--- src/rtl/button_trigger.sv ---
// rtl/button_trigger.sv - debounced push-button to one-shot animation trigger with holdoff and one-deep queue
module button_trigger #(
    parameter int DEBOUNCE_CYCLES = 4,
    parameter int HOLDOFF_CYCLES  = 50
) (
    input  logic       clk,
    input  logic       reset,
    input  logic       btn,
    output logic       active,
    output logic       busy,
    output logic       pending,
    output logic [3:0] drop_cnt
);

    localparam int DW = $clog2(DEBOUNCE_CYCLES + 1);
    localparam int HW = $clog2(HOLDOFF_CYCLES + 1);

    typedef enum logic [1:0] {
        IDLE = 2'd0,
        FIRE = 2'd1,
        HOLD = 2'd2
    } state_t;

    logic          sync1_q;
    logic          sync2_q;
    logic          deb_q;
    logic          deb_d;
    logic          deb_dly_q;
    logic [DW-1:0] deb_cnt_q;
    logic [DW-1:0] deb_cnt_d;
    state_t        state_q;
    state_t        state_d;
    logic [HW-1:0] hold_cnt_q;
    logic [HW-1:0] hold_cnt_d;
    logic          pending_q;
    logic          pending_d;
    logic [3:0]    drop_q;
    logic [3:0]    drop_d;
    logic          press;

    // Two-flop synchronizer for the raw button level, plus one-cycle delay of the debounced level.
    always_ff @(posedge clk or negedge reset) begin
        if (!reset) begin
            sync1_q   <= 1'b0;
            sync2_q   <= 1'b0;
            deb_dly_q <= 1'b0;
        end else begin
            sync1_q   <= btn;
            sync2_q   <= sync1_q;
            deb_dly_q <= deb_q;
        end
    end

    // Debounce: count consecutive disagreeing cycles; flip the accepted level when the run is long enough.
    always_comb begin
        deb_d     = deb_q;
        deb_cnt_d = '0;
        if (sync2_q != deb_q) begin
            if (deb_cnt_q == DW'(DEBOUNCE_CYCLES - 1)) begin
                deb_d = ~deb_q;
            end else begin
                deb_cnt_d = deb_cnt_q + 1'b1;
            end
        end
    end

    // Debounce and trigger-control state registers.
    always_ff @(posedge clk or negedge reset) begin
        if (!reset) begin
            deb_q      <= 1'b0;
            deb_cnt_q  <= '0;
            state_q    <= IDLE;
            hold_cnt_q <= '0;
            pending_q  <= 1'b0;
            drop_q     <= 4'd0;
        end else begin
            deb_q      <= deb_d;
            deb_cnt_q  <= deb_cnt_d;
            state_q    <= state_d;
            hold_cnt_q <= hold_cnt_d;
            pending_q  <= pending_d;
            drop_q     <= drop_d;
        end
    end

    // Only a debounced rising level counts as a press; releases are ignored.
    assign press = deb_q & ~deb_dly_q;

    // Trigger FSM: fire once, hold off for the animation, queue one press and count the rest as dropped.
    always_comb begin
        state_d    = state_q;
        hold_cnt_d = hold_cnt_q;
        pending_d  = pending_q;
        drop_d     = drop_q;
        case (state_q)
            IDLE: begin
                if (press || pending_q) begin
                    state_d = FIRE;
                    // Issuing the queued press empties the queue unless a fresh press arrives together with it.
                    pending_d = pending_q & press;
                end
            end
            FIRE: begin
                state_d    = HOLD;
                hold_cnt_d = HW'(HOLDOFF_CYCLES - 1);
            end
            HOLD: begin
                if (hold_cnt_q == '0) begin
                    state_d = IDLE;
                end else begin
                    hold_cnt_d = hold_cnt_q - 1'b1;
                end
            end
            default: begin
                state_d = IDLE;
            end
        endcase
        if (state_q != IDLE && press) begin
            if (!pending_q) begin
                pending_d = 1'b1;
            end else if (drop_q != 4'hF) begin
                drop_d = drop_q + 4'd1;
            end
        end
    end

    assign active   = (state_q == FIRE);
    assign busy     = (state_q != IDLE);
    assign pending  = pending_q;
    assign drop_cnt = drop_q;

endmodule

--- config.mk ---
export PLATFORM = sky130hd
export DESIGN_NAME = button_trigger
export DESIGN_NICKNAME = d
export VERILOG_FILES = /design/src/rtl/button_trigger.sv
export SDC_FILE = /design/constraint.sdc
export NUM_CORES = 1
export LEC_CHECK = 0
export CAP_MARGIN = 20
export CORE_MARGIN = 2
export CORE_UTILIZATION = 45
export DETAILED_ROUTE_END_ITERATION = 16
export PLACE_DENSITY = 0.69
export SLEW_MARGIN = 20
export SYNTH_ARGS = -nofsm -noshare
export SYNTH_HDL_FRONTEND = slang
export SYNTH_SLANG_ARGS = --single-unit
export TNS_END_PERCENT = 100
--- constraint.sdc ---
create_clock -name clk -period 2.4 [get_ports clk]
set_clock_uncertainty 0.2 [all_clocks]
set_input_delay 0.36 -clock clk [delete_from_list [all_inputs] [get_ports clk]]
set_output_delay 0.36 -clock clk [all_outputs]
set_load 0.01 [all_outputs]
==> results.rst <==
.. list-table::
   :header-rows: 1

   * - Metric
     - Value
   * - Result of the run
     - complete, no violations
   * - Reg2Reg Launch Point
     - hold_cnt_q[0]$_DFFE_PN0P_
   * - Largest net degree at the start of global routing
     - 21
   * - Vias per cell
     - 5.29
   * - Final hold vios
     - 0
   * - Number of antenna violations at the first check in global routing
     - 0
   * - Number of detailed-route iterations in the first pass
     - 2
   * - Type of the worst setup path
     - register to output port
   * - Floorplan die height
     - 50.1 um
   * - Req. time, crit path
     - 1.84 ns
   * - Number of cells on the worst reg-to-reg path
     - 5
   * - Total track usage
     - 14.4%
   * - Fin. max-slew vios
     - 0
   * - Area of the placeable core
     - 1980 sq um
   * - Post-synth cell types
     - 31
   * - Post-detailed-placement half-perimeter wirelength
     - 1.16 mm
   * - Row Count
     - 16
   * - Synthesized-area fraction occupied by and/or/nand/nor cells
     - 19.3%
   * - Synth area leader
     - dfrtp_1
   * - Maximum number of buffers from clock root to sink
     - 2
   * - Layout overhead on the synthesized area
     - 18.5%
   * - Ant. Diodes
     - 0
   * - Crit. End Element
     - output port
   * - First-pass GRT wire length
     - 2.59 mm
   * - Worst Max-Slew Pin Slew
     - 0.406 ns
   * - Maximum fanout encountered on the critical timing path
     - 12
   * - Reg-to-reg endpoint
     - hold_cnt_q[4]$_DFFE_PN0P_
   * - Final Util
     - 57.1%
   * - Max VDD drop
     - 0.652 mV
   * - Final worst-path cycle share
     - 93.6%
   * - I/O pin count
     - 10
   * - LEAKAGE
     - 0.484 nW
   * - Port Buf Inserts
     - 9
   * - Cell area after placement
     - 1080 sq um
   * - Min Hold Slack
     - 0.162 ns
   * - Via count of the first global-routing pass
     - 595
   * - Flop-to-flop setup slack
     - 0.55 ns
   * - Fill count
     - 161
   * - Cell Count Post-Placement
     - 122
   * - Share of post-route cells with drive strength above 1
     - 12.1%
   * - Final net count
     - 107
   * - Post-Place Worst Slack
     - 0.525 ns
   * - Final std cell area, no fill
     - 1130 sq um
   * - Aggregate negative setup slack
     - 0 ns
   * - Post-detailed-route count of antenna-violating nets
     - 0
   * - Average footprint of a synthesized cell
     - 11.0 sq um
   * - Proportion of synthesized chip area in sequential cells
     - 52.4%
   * - TritonCTS clock tree
     - done
   * - F_max
     - 0.445 GHz
   * - Total CTS buffers
     - 3
   * - HP Start
     - sync1_q$_DFF_PN0_
   * - YS warnings
     - 0
   * - Kind of path behind the tightest hold check
     - register to register
   * - Share of the synthesized area in the top cell type
     - 52.4%
   * - Compound-cell area share of the yosys netlist
     - 11.3%
   * - Final period demand of the worst path
     - 2.25 ns
   * - Count of routing violations after the opening detailed-route iteration
     - 4
   * - Clock transition at the register clock pins on the worst setup and hold paths after CTS
     - 0.11 ns
   * - Tot Pwr
     - 1.37 mW
   * - Root Driver
     - clkbuf_4
   * - # DRC
     - 0
   * - Post-synthesis instance total
     - 87
   * - Cell area after synthesis
     - 955 sq um
   * - Die footprint
     - 2510 sq um
   * - Die width
     - 50.1 um
   * - Hold-fix buffer count after cts
     - 0
   * - PnR worst setup slack
     - 0.155 ns
   * - Final weighted congestion of routability-driven global placement
     - 0.824
   * - Launch point of the worst path
     - state_q[1]$_DFFE_PN0P_
   * - Grt ovf
     - 0
   * - Top area cells in the synthesized netlist
     - dfrtp_1 (52%), ha_1 (5.2%), mux2_2 (4.7%)
   * - Starting density of the core
     - 48.2%
   * - Routed wirelength normalized by instance count
     - 12.5 um
   * - Slew margin rel.
     - 72.7%
   * - Power density relative to cell area
     - 1210 nW/um^2
   * - Portion of netlist area occupied by mux cells
     - 6.82%
   * - Non-filler instance count after layout
     - 126
   * - Resize count post-CTS
     - 0
   * - Register bit count reported by yosys
     - 20
   * - Synthesized net count
     - 94
   * - Number of maximum-capacitance violations
     - 0
   * - Arr. time, crit path
     - 1.69 ns
   * - Depth of the worst hold-timing path
     - 0
   * - Total wirelength of the detailed-routed design
     - 1.58 mm
   * - Post-CTS Setup Bufs
     - 0
   * - Unrepaired setup endpoints after global routing
     - false
   * - H-tree depth
     - 1
   * - Clock insertion delay at the later pin of the skew report
     - 0.30 ns
   * - Synthesized-area fraction occupied by adder cells
     - 5.24%
   * - Hold Path Sink
     - sync2_q$_DFF_PN0_
   * - XOR/XNOR Fraction of Synth Area
     - 1.83%
   * - Largest family of logic cells by synthesized area
     - simple AND/OR/NAND/NOR gates
   * - Number of sinks handled by clock tree synthesis
     - 20
   * - Startpoint types
     - register
   * - Setup-failing EPs final
     - 0
   * - Vias after detailed routing
     - 667
-- registers in the layout, summed over array words and instances (netlist names), 2 cells and up --
signal      count
hold_cnt_q      6
state_q         2
deb_cnt_q       3
drop_cnt        4
-- worst max-delay path by stage --
stage	endpoint	slack, ns	cells after the start
finish	active	0.15	3
global route	active	0.09	3
CTS	active	0.15	3
detailed placement	active	0.53	3
global placement	active	0.53	3
floorplan	hold_cnt_q[4]$_DFFE_PN0P_	0.73	5
-- synth_stat cells --
master and number:
a211o_1 1, nor2b_1 2, nor4_1 2, nor2_1 4
o21ai_0 3, or3_4 1, nor3_1 6, or4_1 1
a31oi_1 1, mux2i_1 2, o41ai_1 1, inv_1 6
a211oi_1 2, clkbuf_1 2, a311o_1 1, nand3_1 1
xnor2_1 2, mux2_2 4, or2_2 2, o31ai_1 1
ha_1 4, o211ai_1 1, o21bai_1 1, nand2b_1 6
nand2_1 3, a311oi_1 1, nor3b_1 3, a21o_1 1
dfrtp_1 20, a21oi_1 1, and2_1 1
-- power breakdown --
group | internal [mW] | total [mW] | switching [mW]
Sequential | 0.456 | 0.599 | 0.144
Combinational | 0.265 | 0.495 | 0.230
Clock | 0.169 | 0.276 | 0.107
Total | 0.889 | 1.37 | 0.481
-- layout make-up --
cell class              instances  area (sq um)  area share [%]
multi-input cells              59           424            37.5
clock buffers                   3          22.5            1.99
inverters                       6          22.5            1.99
well taps                      27          33.8            2.99
flip-flops and latches         20           500            44.2
repair buffers                 10          97.6            8.63
clock inverters                 1          30.0            2.65
-- metal layers --
layer / up-vias / routed length (um) / global-route usage (%)
met4: 0 / 32 / 6.94
met5: - / 0 / 0
li1: 332 / - / -
met3: 4 / 75 / 5.76
met1: 318 / 725 / 17.4
met2: 13 / 744 / 22.1
-- critical path: stages (launching register included) --
cell             delay (ns)
dfrtp_1                0.51
nand2b_1               0.23
inv_1                  0.10
clkdlybuf4s50_1        0.54
-- layout by cell type (no fill, tap or decap), drive strengths merged, types with 2 or more instances in the layout --
cell           count
mux2i              2
ha                 4
clkbuf             3
mux2               4
nand2              3
xnor2              2
nor3               6
o21ai              3
dfrtp             20
nor2               4
or2                2
nor3b              3
nand2b             6
nor2b              2
a211oi             2
nor4               2
inv                6
clkdlybuf4s50      9
-- kinds of logic after synthesis --
logic type	after synthesis
AOI/OAI and AO/OA	15
xor gates and xnor gates	2
adders and majority gates	4
buffers and inverters	8
DFF	20
muxes	6
and+or+nand+nor	32
(Power assumes the default switching activity.)
